--- src/rtl/easyaxi_arb_pkg.sv ---
// Shared helpers for EasyAXI FIFO arbiters: tag/counter widths, entry packing
// and parameter sanity checks.
package easyaxi_arb_pkg;

  // Upper bounds for the generic packing helpers; callers truncate to their width.
  localparam int unsigned MaxSrcW   = 16;
  localparam int unsigned MaxDataW  = 256;
  localparam int unsigned MaxEntryW = MaxSrcW + MaxDataW;

  typedef logic [MaxEntryW-1:0] entry_wide_t;

  // Source tag width for n_src requesters (at least one bit).
  function automatic int unsigned src_tag_w(int unsigned n_src);
    return (n_src <= 1) ? 1 : $clog2(n_src);
  endfunction

  // Occupancy counter width able to hold 0..depth.
  function automatic int unsigned occ_cnt_w(int unsigned depth);
    return $clog2(depth + 1);
  endfunction

  function automatic bit is_pow2(int unsigned v);
    return (v != 0) && ((v & (v - 1)) == 0);
  endfunction

  // All structural parameter relationships the arbiter relies on.
  function automatic bit params_ok(int unsigned n_src, int unsigned data_w,
                                   int unsigned src_w, int unsigned depth,
                                   int unsigned quota, int unsigned cnt_w);
    return (n_src >= 2) && (src_w == src_tag_w(n_src)) && (src_w <= MaxSrcW) &&
           (data_w >= 1) && (data_w <= MaxDataW) && is_pow2(depth) &&
           (quota >= 1) && (quota <= depth) && (cnt_w == occ_cnt_w(depth));
  endfunction

  function automatic entry_wide_t data_mask(int unsigned data_w);
    return (entry_wide_t'(1) << data_w) - entry_wide_t'(1);
  endfunction

  // Entry layout is {src_tag, payload} with the payload in the low data_w bits.
  function automatic entry_wide_t pack_entry(int unsigned data_w, entry_wide_t src,
                                             entry_wide_t data);
    return (src << data_w) | (data & data_mask(data_w));
  endfunction

  function automatic entry_wide_t unpack_data(int unsigned data_w, entry_wide_t entry);
    return entry & data_mask(data_w);
  endfunction

  function automatic entry_wide_t unpack_src(int unsigned data_w, entry_wide_t entry);
    return entry >> data_w;
  endfunction

endpackage

--- src/rtl/easyaxi_rr_picker.sv ---
// Combinational round-robin find-first: scans ptr+1, ptr+2, ... (mod N) and
// grants the first requesting index.
module easyaxi_rr_picker #(
  parameter int unsigned N    = 4,
  parameter int unsigned IdxW = 2
) (
  input  logic [N-1:0]    req_i,
  input  logic [IdxW-1:0] ptr_i,
  output logic [N-1:0]    gnt_o,
  output logic [IdxW-1:0] idx_o,
  output logic            any_o
);

  // Rotating priority scan starting just after the last winner.
  always_comb begin
    int unsigned     cand;
    logic [IdxW-1:0] cand_idx;
    gnt_o    = '0;
    idx_o    = '0;
    any_o    = 1'b0;
    cand     = 0;
    cand_idx = '0;
    for (int unsigned off = 1; off <= N; off++) begin
      cand     = (32'(ptr_i) + off) % N;
      cand_idx = IdxW'(cand);
      if (!any_o && req_i[cand_idx]) begin
        any_o           = 1'b1;
        gnt_o[cand_idx] = 1'b1;
        idx_o           = cand_idx;
      end
    end
  end

endmodule

--- src/rtl/easyaxi_fifo_wr_arb.sv ---
// Round-robin write arbiter and per-source occupancy controller for one shared
// EasyAXI FIFO. Granted data is tagged with its source and pushed the same
// cycle; the FIFO head drains to a single valid/ready master.
module easyaxi_fifo_wr_arb
  import easyaxi_arb_pkg::*;
#(
  parameter int unsigned N_SRC      = 4,
  parameter int unsigned DATA_WIDTH = 8,
  parameter int unsigned SRC_W      = 2,
  parameter int unsigned DEPTH      = 16,
  parameter int unsigned QUOTA      = 4,
  parameter int unsigned CNT_W      = 5
) (
  input  logic                        clk,
  input  logic                        rst,
  input  logic [N_SRC-1:0]            s_valid,
  output logic [N_SRC-1:0]            s_ready,
  input  logic [N_SRC*DATA_WIDTH-1:0] s_data,
  output logic                        fifo_wr,
  output logic [SRC_W+DATA_WIDTH-1:0] fifo_wdata,
  input  logic                        fifo_full,
  input  logic                        fifo_empty,
  output logic                        fifo_rd,
  input  logic [SRC_W+DATA_WIDTH-1:0] fifo_rdata,
  output logic                        m_valid,
  input  logic                        m_ready,
  output logic [DATA_WIDTH-1:0]       m_data,
  output logic [SRC_W-1:0]            m_src,
  output logic [N_SRC*CNT_W-1:0]      src_cnt
);

  localparam int unsigned EntryW = SRC_W + DATA_WIDTH;

  if (!params_ok(N_SRC, DATA_WIDTH, SRC_W, DEPTH, QUOTA, CNT_W)) begin : g_param_err
    $error("easyaxi_fifo_wr_arb: inconsistent parameters");
  end

  logic [N_SRC-1:0]      below_quota;
  logic [N_SRC-1:0]      elig;
  logic [N_SRC-1:0]      gnt;
  logic [SRC_W-1:0]      grant_idx;
  logic                  grant_any;
  logic [DATA_WIDTH-1:0] grant_data;
  logic [SRC_W-1:0]      rr_ptr_q, rr_ptr_d;
  logic [CNT_W-1:0]      cnt_q [N_SRC];
  logic [CNT_W-1:0]      cnt_d [N_SRC];
  logic [N_SRC-1:0]      push_vec;
  logic [N_SRC-1:0]      pop_vec;

  // Eligibility: valid, room in the FIFO (a same-cycle pop does not help), under quota.
  always_comb begin
    below_quota = '0;
    for (int i = 0; i < N_SRC; i++) begin
      below_quota[i] = (cnt_q[i] < CNT_W'(QUOTA));
    end
    elig = s_valid & below_quota & {N_SRC{~fifo_full & ~rst}};
  end

  easyaxi_rr_picker #(
    .N    (N_SRC),
    .IdxW (SRC_W)
  ) u_picker (
    .req_i (elig),
    .ptr_i (rr_ptr_q),
    .gnt_o (gnt),
    .idx_o (grant_idx),
    .any_o (grant_any)
  );

  // Write side: handshake and push happen in the same cycle.
  always_comb begin
    s_ready    = gnt;
    fifo_wr    = grant_any;
    grant_data = s_data[grant_idx*DATA_WIDTH +: DATA_WIDTH];
    fifo_wdata = EntryW'(pack_entry(DATA_WIDTH, entry_wide_t'(grant_idx),
                                    entry_wide_t'(grant_data)));
  end

  // Read side: head entry is presented directly; pop on handshake only.
  always_comb begin
    m_valid = ~fifo_empty & ~rst;
    fifo_rd = m_valid & m_ready;
    m_data  = DATA_WIDTH'(unpack_data(DATA_WIDTH, entry_wide_t'(fifo_rdata)));
    m_src   = SRC_W'(unpack_src(DATA_WIDTH, entry_wide_t'(fifo_rdata)));
  end

  // Per-source push/pop events and next-state counters and pointer.
  always_comb begin
    push_vec = gnt;
    pop_vec  = '0;
    rr_ptr_d = fifo_wr ? grant_idx : rr_ptr_q;
    for (int i = 0; i < N_SRC; i++) begin
      pop_vec[i] = fifo_rd && (m_src == SRC_W'(i));
      case ({push_vec[i], pop_vec[i]})
        2'b10:   cnt_d[i] = cnt_q[i] + CNT_W'(1);
        2'b01:   cnt_d[i] = cnt_q[i] - CNT_W'(1);
        default: cnt_d[i] = cnt_q[i];
      endcase
    end
  end

  // State registers; the pointer resets to the last index so source 0 wins first.
  always_ff @(posedge clk or posedge rst) begin
    if (rst) begin
      rr_ptr_q <= SRC_W'(N_SRC - 1);
      cnt_q    <= '{default: '0};
    end else begin
      rr_ptr_q <= rr_ptr_d;
      cnt_q    <= cnt_d;
      for (int i = 0; i < N_SRC; i++) begin
        if (pop_vec[i] && !push_vec[i]) begin
          assert (cnt_q[i] != '0)
            else $error("easyaxi_fifo_wr_arb: occupancy underflow on source %0d", i);
        end
        if (push_vec[i] && !pop_vec[i]) begin
          assert (cnt_q[i] < CNT_W'(QUOTA))
            else $error("easyaxi_fifo_wr_arb: quota overflow on source %0d", i);
        end
      end
    end
  end

  // Flatten counters for observation.
  always_comb begin
    src_cnt = '0;
    for (int i = 0; i < N_SRC; i++) begin
      src_cnt[i*CNT_W +: CNT_W] = cnt_q[i];
    end
  end

endmodule

--- config.mk ---
export PLATFORM = sky130hd
export DESIGN_NAME = easyaxi_fifo_wr_arb
export DESIGN_NICKNAME = d
export VERILOG_FILES = /design/src/rtl/easyaxi_arb_pkg.sv /design/src/rtl/easyaxi_rr_picker.sv /design/src/rtl/easyaxi_fifo_wr_arb.sv
export SDC_FILE = /design/constraint.sdc
export NUM_CORES = 1
export LEC_CHECK = 0
export CORE_UTILIZATION = 41
export CTS_BUF_LIST = sky130_fd_sc_hd__clkbuf_8
export DETAILED_ROUTE_END_ITERATION = 8
export PLACE_DENSITY = 0.79
export SLEW_MARGIN = 10
export SYNTH_ARGS = -nofsm -noshare
export SYNTH_HDL_FRONTEND = slang
export SYNTH_HIERARCHICAL = 1
export SYNTH_SLANG_ARGS = --single-unit
--- constraint.sdc ---
create_clock -name clk -period 3.7 [get_ports clk]
set_input_delay 0.74 -clock clk [delete_from_list [all_inputs] [get_ports clk]]
set_output_delay 0.74 -clock clk [all_outputs]
set_load 0.03 [all_outputs]
# [After elaboration in Yosys (flattened, before gate mapping)]
# Cells that the tools add are included.
# W data, S select, Z words.
[word_totals] register_bits=22 out_inout_bits=47 word_cells=104
[op_classes] addsub=12 magnitude_cmp=12 eq_ne=11 shift=1 n_mux=32 bitwise=12 n_reduce_logical=19
[ops] operator="$pmux W5 S2" count=4
[ops] operator="$shiftx A32 B6 Y8" count=1
[ops] operator="$add A5 B1 Y5 const B" count=4
[ops] operator="$lt A5 B3 Y1 const B" count=4
[ops] operator="$sub A5 B1 Y5 const B" count=4
[ops] operator="$mux W4" count=4
[ops] operator="$eq A2 B2 Y1 const B" count=6
[ops] operator="$lt A2 B3 Y1 const B" count=4
[ops] operator="$mux W1" count=12
[ops] operator="$or A4 B4 Y4" count=3
[ops] operator="$logic_and A1 B1 Y1" count=11
[ops] operator="$eq A2 B1 Y1 const B" count=5
[ops] operator="$or A10 B8 Y10" count=1
[ops] operator="$and A4 B4 Y4" count=2
[ops] operator="$bmux W1 S2" count=4
[ops] operator="$demux W1 S2" count=4
[ops] operator="$ge A2 B1 Y1 const B" count=4
[ops] operator="$mux W2" count=4
[ops] operator="$reduce_bool A2 Y1" count=4
[ops] operator="$add A2 B1 Y2 const B" count=2
[ops] operator="$add A2 B2 Y2 const B" count=2
[ops] operator="$and A1 B1 Y1" count=3
[ops] operator="$logic_not A1 Y1" count=3
[ops] operator="$not A1 Y1" count=3
[ops] operator="$logic_not A2 Y1" count=1

# [Depth between registers and ports, before layout]
[depth] depth_word=17 ltp_mapped=18

# [Cells and area by module]
# The synthesis kept the hierarchy.
[by_module_without_submodules] module="easyaxi_fifo_wr_arb" n_inst=1 cells_each=185 area_per_inst_um2=1866.8 seq_area_each_um2=553.0
[by_module_without_submodules] module="easyaxi_rr_picker" n_inst=1 cells_each=86 area_per_inst_um2=629.4 seq_area_each_um2=0.0

# [Least setup slack after synthesis]
# Ideal clock, no wire load.
[synth_timing] kind="register to output" from="register rr_ptr_q[0]" to="output fifo_wdata[0]" arrival_ps=3901 path_slack_ps=-941 path_stages_with_launch=12 n_path_buf=4 cell_sequence="dfstp_2 -> buf_6 -> buf_2 -> inv_1 -> ha_1 -> clkbuf_1 -> a21oi_1 -> a211oi_1 -> a311o_1 -> a221oi_1 -> buf_2 -> mux4_2"
[synth_between] elab_chain_len=15
[synth_rtl] element="from (decl)" line_no="easyaxi_fifo_wr_arb.sv:44" source="logic [SRC_W-1:0] rr_ptr_q, rr_ptr_d;"
[synth_rtl] element="from (signal assigned)" line_no="easyaxi_fifo_wr_arb.sv:105" source="rr_ptr_q <= SRC_W'(N_SRC - 1);"
[synth_rtl] element="from (signal assigned)" line_no="easyaxi_fifo_wr_arb.sv:108" source="rr_ptr_q <= rr_ptr_d;"
[synth_rtl] element="$add A2 B1 Y2" line_no="easyaxi_rr_picker.sv:24" source="cand = (32'(ptr_i) + off) % N;"
[synth_rtl] element="$bmux W1 S2" line_no="easyaxi_rr_picker.sv:26" source="if (!any_o && req_i[cand_idx]) begin"
[synth_rtl] element="$mux W1 (implied by the code)" line_no="easyaxi_rr_picker.sv:26"
[synth_rtl] element="$mux W1" line_no="easyaxi_rr_picker.sv:26"
[synth_rtl] element="$logic_not A1 Y1" line_no="easyaxi_rr_picker.sv:26"
[synth_rtl] element="$logic_and A1 B1 Y1" line_no="easyaxi_rr_picker.sv:26"
[synth_rtl] element="$mux W1" line_no="easyaxi_rr_picker.sv:26"
[synth_rtl] element="$logic_not A1 Y1" line_no="easyaxi_rr_picker.sv:26"
[synth_rtl] element="$logic_and A1 B1 Y1" line_no="easyaxi_rr_picker.sv:26"
[synth_rtl] element="$mux W1" line_no="easyaxi_rr_picker.sv:26"
[synth_rtl] element="$logic_not A1 Y1" line_no="easyaxi_rr_picker.sv:26"
[synth_rtl] element="$logic_and A1 B1 Y1" line_no="easyaxi_rr_picker.sv:26"
[synth_rtl] element="$mux W2 *" line_no="easyaxi_rr_picker.sv:26"
[synth_rtl] element="$shiftx A32 B6 Y8 *" line_no="easyaxi_fifo_wr_arb.sv:74" source="grant_data = s_data[grant_idx*DATA_WIDTH +: DATA_WIDTH];"
[synth_rtl] element="$or A10 B8 Y10 *" line_no="easyaxi_arb_pkg.sv:42" source="return (src << data_w) | (data & data_mask(data_w));"
[synth_rtl] element="to (decl)" line_no="easyaxi_fifo_wr_arb.sv:20" source="output logic [SRC_W+DATA_WIDTH-1:0] fifo_wdata,"
# Every way passes the cells marked *; elsewhere a longest branch is shown, timed or not. The select of a mux whose other input is x is not followed.

# [Worst setup path in the final report]
[layout_timing] from="input fifo_full" to="output s_ready[0]"
[layout_between] elab_chain_len=15
[layout_rtl] element="from (decl)" line_no="easyaxi_fifo_wr_arb.sv:21" source="input logic fifo_full,"
[layout_rtl] element="$not A1 Y1 *" line_no="easyaxi_fifo_wr_arb.sv:56" source="elig = s_valid & below_quota & {N_SRC{~fifo_full & ~rst}};"
[layout_rtl] element="$and A1 B1 Y1 *" line_no="easyaxi_fifo_wr_arb.sv:56"
[layout_rtl] element="$and A4 B4 Y4 *" line_no="easyaxi_fifo_wr_arb.sv:56"
[layout_rtl] element="net elig[2]" line_no="easyaxi_fifo_wr_arb.sv:39" source="logic [N_SRC-1:0] elig;"
[layout_rtl] element="$bmux W1 S2" line_no="easyaxi_rr_picker.sv:26"
[layout_rtl] element="$mux W1 (implied by the code)" line_no="easyaxi_rr_picker.sv:26"
[layout_rtl] element="$mux W1" line_no="easyaxi_rr_picker.sv:26"
[layout_rtl] element="$logic_not A1 Y1" line_no="easyaxi_rr_picker.sv:26"
[layout_rtl] element="$logic_and A1 B1 Y1" line_no="easyaxi_rr_picker.sv:26"
[layout_rtl] element="$mux W1" line_no="easyaxi_rr_picker.sv:26"
[layout_rtl] element="$logic_not A1 Y1" line_no="easyaxi_rr_picker.sv:26"
[layout_rtl] element="$logic_and A1 B1 Y1" line_no="easyaxi_rr_picker.sv:26"
[layout_rtl] element="$mux W1" line_no="easyaxi_rr_picker.sv:26"
[layout_rtl] element="$logic_not A1 Y1" line_no="easyaxi_rr_picker.sv:26"
[layout_rtl] element="$logic_and A1 B1 Y1" line_no="easyaxi_rr_picker.sv:26"
[layout_rtl] element="$mux W4 *" line_no="easyaxi_rr_picker.sv:26"
[layout_rtl] element="to (decl)" line_no="easyaxi_fifo_wr_arb.sv:17" source="output logic [N_SRC-1:0] s_ready,"
# The timed path passes the listed nets; every way through them passes the cells marked *. The select of a mux whose other input is x is not followed.

==> metrics.txt <==
# TYPE chip_impl_metric gauge
chip_impl_metric{name="vias",unit=""} 2762
chip_impl_metric{name="timing.final.max_slew_violations",unit=""} 0
chip_impl_info{name="dominantRegCellSynth",value="dfrtp_1"} 1
chip_impl_metric{name="layout-drive-gt1-share",unit="%"} 41.5
chip_impl_metric{name="clk-insertion-delay-late",unit="ns"} 0.27
chip_impl_metric{name="place.detailed.hpwl",unit="um"} 5530
chip_impl_metric{name="routabilityCongestion",unit=""} 0.859
chip_impl_metric{name="die_h",unit="um"} 80.0
chip_impl_info{name="hold_path.class",value="flip-flop to flip-flop"} 1
chip_impl_metric{name="htree_num_levels",unit=""} 1
chip_impl_metric{name="clk_transition_reported_paths",unit="ns"} 0.08
chip_impl_info{name="clock-root-buffer",value="clkbuf_8"} 1
chip_impl_metric{name="wirelength_met1",unit="um"} 3310
chip_impl_metric{name="std_cell_rows",unit=""} 28
chip_impl_info{name="synthMostInstantiatedCell",value="ha_1"} 1
chip_impl_metric{name="netlist.area_leader.share",unit="%"} 20.1
chip_impl_metric{name="synthesis.area_per_instance",unit="um2"} 9.21
chip_impl_metric{name="mappedNetlistArea",unit="um2"} 2500
chip_impl_metric{name="dieWidth",unit="um"} 80.0
chip_impl_metric{name="preCtsSetupSlack",unit="ns"} -0.941
chip_impl_metric{name="synth.distinct_cells",unit=""} 50
chip_impl_info{name="worst_setup_path_start_kind",value="primary input"} 1
chip_impl_metric{name="post-route-min-period",unit="ns"} 3.93
chip_impl_metric{name="global_route.usage.total",unit="%"} 26.5
chip_impl_info{name="failing_checks",value="setup timing"} 1
chip_impl_metric{name="final.fill_count",unit=""} 383
chip_impl_metric{name="cts_hold_repair.buffers",unit=""} 0
chip_impl_metric{name="count_of_nets_left_with_antenna_violations_after_detail_routing",unit=""} 0
chip_impl_metric{name="worst-endpoint-required",unit="ns"} 2.96
chip_impl_metric{name="async_flop_share",unit="%"} 100
chip_impl_info{name="rsz0062_at_grt",value="yes"} 1
chip_impl_metric{name="coreArea",unit="um2"} 5890
chip_impl_metric{name="antenna_found_initial",unit=""} 0
chip_impl_metric{name="floorplan.die_area",unit="um2"} 6400
chip_impl_metric{name="cts.sinks",unit=""} 22
chip_impl_metric{name="number_of_maximum_capacitance_constraint_violations",unit=""} 0
chip_impl_metric{name="vias_per_cell",unit=""} 5.84
chip_impl_metric{name="grt_pass1_wl",unit="um"} 13200
chip_impl_metric{name="globalRoute.totalOverflow",unit=""} 0
chip_impl_metric{name="wl",unit="um"} 8680
chip_impl_metric{name="setup_viol",unit=""} 20
chip_impl_metric{name="worstHoldPathCells",unit=""} 1
chip_impl_metric{name="io_pins",unit=""} 98
chip_impl_metric{name="cp_max_fo",unit=""} 5
chip_impl_info{name="crit_type",value="primary input to output port"} 1
chip_impl_metric{name="timing_worst_slew_pin_value",unit="ns"} 0.876
chip_impl_info{name="holdCritStartpoint",value="src_cnt[14]"} 1
chip_impl_metric{name="firstDrtPassIters",unit=""} 5
chip_impl_metric{name="synth_edf_count",unit=""} 0
chip_impl_metric{name="fmax",unit="GHz"} 0.254
chip_impl_info{name="top_signal_layer_used",value="met4"} 1
chip_impl_metric{name="synthesis.instances",unit=""} 271
chip_impl_metric{name="irDropWorstVdd",unit="V"} 0.000462
chip_impl_metric{name="synth.yosys.warnings",unit=""} 6
chip_impl_metric{name="ys_ff_latch",unit=""} 22
chip_impl_metric{name="io_buffer_count",unit=""} 81
chip_impl_metric{name="multiInputGateArea",unit="um2"} 2080
chip_impl_metric{name="flow.area_growth_from_synthesis",unit="%"} 70.5
chip_impl_metric{name="number_of_global_route_vias_before_repair",unit=""} 2698
chip_impl_metric{name="timing.final.crit_share",unit="%"} 106
chip_impl_metric{name="wl_per_cell",unit="um"} 18.3
chip_impl_metric{name="final.setup_skew",unit="ns"} 0.00422
chip_impl_metric{name="syn_nets",unit=""} 344
chip_impl_metric{name="register_area",unit="um2"} 553
chip_impl_metric{name="synth_sequential_area_ratio",unit="%"} 22.2
chip_impl_metric{name="regToRegSetupSlack",unit="ns"} -0.02
chip_impl_metric{name="antenna_cells",unit=""} 0
chip_impl_metric{name="met3_wirelength",unit="um"} 393
chip_impl_metric{name="cp.arrival",unit="ns"} 3.19
chip_impl_metric{name="drc_violations_left",unit=""} 0
chip_impl_info{name="netlist_top_cells_area",value="dfrtp_1 (20%), ha_1 (11%), mux4_2 (9.0%)"} 1
chip_impl_info{name="endpoint_kind",value="output port"} 1
chip_impl_metric{name="numCtsBuffers",unit=""} 3
chip_impl_metric{name="p_per_area",unit="nW/um2"} 649
chip_impl_info{name="outcome",value="finished, violations left"} 1
chip_impl_info{name="rr_endpoint",value="src_cnt[12]"} 1
chip_impl_metric{name="cts_buffer_depth",unit=""} 2
chip_impl_metric{name="worst_r2r_path_cells",unit=""} 16
chip_impl_info{name="critical_path.reg2reg.startpoint",value="rr_ptr_q[0]"} 1
chip_impl_metric{name="finalHoldViolCount",unit=""} 0
chip_impl_info{name="whs_endpoint",value="src_cnt[14]"} 1
chip_impl_info{name="cts_tree",value="done"} 1
chip_impl_metric{name="cellLeakagePower",unit="nW"} 1.70
chip_impl_metric{name="worst_slack",unit="ns"} -0.231
chip_impl_metric{name="finalHoldWorstSlack",unit="ns"} 0.505
chip_impl_metric{name="floorplan.initialDensity",unit="%"} 42.4
chip_impl_metric{name="pin_count_of_the_biggest_net_entering_global_routing",unit=""} 23
chip_impl_info{name="yosys-top-cells-count",value="ha_1 (22), dfrtp_1 (20), nor2_1 (18), xor2_1 (18)"} 1
chip_impl_metric{name="maxSlewHeadroom",unit="%"} 41.5
chip_impl_metric{name="drtIter0Drc",unit=""} 188
chip_impl_info{name="synth_top_area_cell",value="dfrtp_1"} 1
chip_impl_metric{name="met2WireLength",unit="um"} 4710
chip_impl_metric{name="totalPowerFinal",unit="mW"} 2.76
chip_impl_metric{name="layout.nets",unit=""} 472
## how the worst max path moves through the flow
stage | start | slack, ns | end | cells after the start
2_1_floorplan | rst | -0.16 | src_cnt[2] | 15
3_3_place_gp | rst | -0.84 | fifo_wdata[6] | 11
3_5_place_dp | rst | -0.94 | fifo_wdata[7] | 11
4_1_cts | fifo_full | -0.17 | fifo_wdata[7] | 11
5_1_grt | fifo_full | -0.36 | src_cnt[4] | 17
6_report | fifo_full | -0.23 | s_ready[0] | 12
## area by class of cell
class,instances,share of cell area (%)
multi-input cells,208,48.8
repair buffers,150,33.5
flip-flops and latches,22,13.0
well taps,75,2.20
clock buffers,4,1.29
inverters,14,1.23
## metrics by stage
step / utilization (%) / instances / setup TNS, ns / area, um2
3_3_place_gp: 63.2 / 451 / -18.87 / 3720
2_1_floorplan: - / 271 / -1.74 / 2660
4_1_cts: 68.9 / 468 / -1.48 / 4050
5_1_grt: 72.3 / 473 / -5.60 / 4260
6_report: 72.3 / 473 / -3.20 / 4260
3_5_place_dp: 63.2 / 451 / -20.90 / 3720
## metal layers
layer,global-route usage (%),vias to the layer above
met1,32.0,1355
met3,2.17,24
met5,0,-
li1,-,1255
met2,47.7,128
met4,11.6,0
## sequential cells by signal, indices dropped and copies added (netlist names)
register	cells
rr_ptr_q	2
src_cnt	20
## cells by family after synthesis
logic type	count (synthesis)	synth area share (%)
buffers and inverters	42	9.82
adders and majority gates	22	11.0
and+or+nand+nor	83	18.9
muxes	21	13.8
xor gates and xnor gates	24	8.42
DFF	22	22.2
AOI/OAI and AO/OA	57	15.9
## worst max-delay path, cell delays in order
cell,delay [ns]
buf_6,0.09
or2_4,0.26
buf_12,0.13
buf_6,0.11
nor4_4,0.23
or3b_4,0.42
a2111o_1,0.43
a31oi_1,0.20
a2111o_1,0.23
buf_4,0.14
buf_6,0.08
buf_6,0.12
## cell usage in the layout, fill, tap and decap left out, types with 6 or more instances in the layout
cell,synthesis,final
clkdlybuf4s50_1,0,60
dfrtp_1,20,20
buf_6,4,26
nor2_1,18,16
xnor2_1,6,6
inv_1,14,9
nand2b_1,9,8
ha_4,0,8
nand4_1,6,6
mux2_2,7,7
a31oi_1,11,8
buf_4,14,55
xor2_1,18,17
mux4_2,10,11
nand2_1,11,11
ha_1,22,9
a21oi_1,12,6
## power breakdown
group          internal [mW]  total, mW  switching, mW
Combinational          0.974       2.05           1.07
Sequential             0.362      0.537          0.176
Clock                 0.0950      0.178         0.0827
Total                   1.43       2.76           1.33
## repair_timing
action / in CTS / in global routing
pin swaps: 18 / 19
buffers inserted: 9 / 6
resized for setup: 98 / 32
gates cloned: 4 / 0
setup endpoints to repair: 32 / 27
Note: power is estimated with default switching activity, not from simulation.
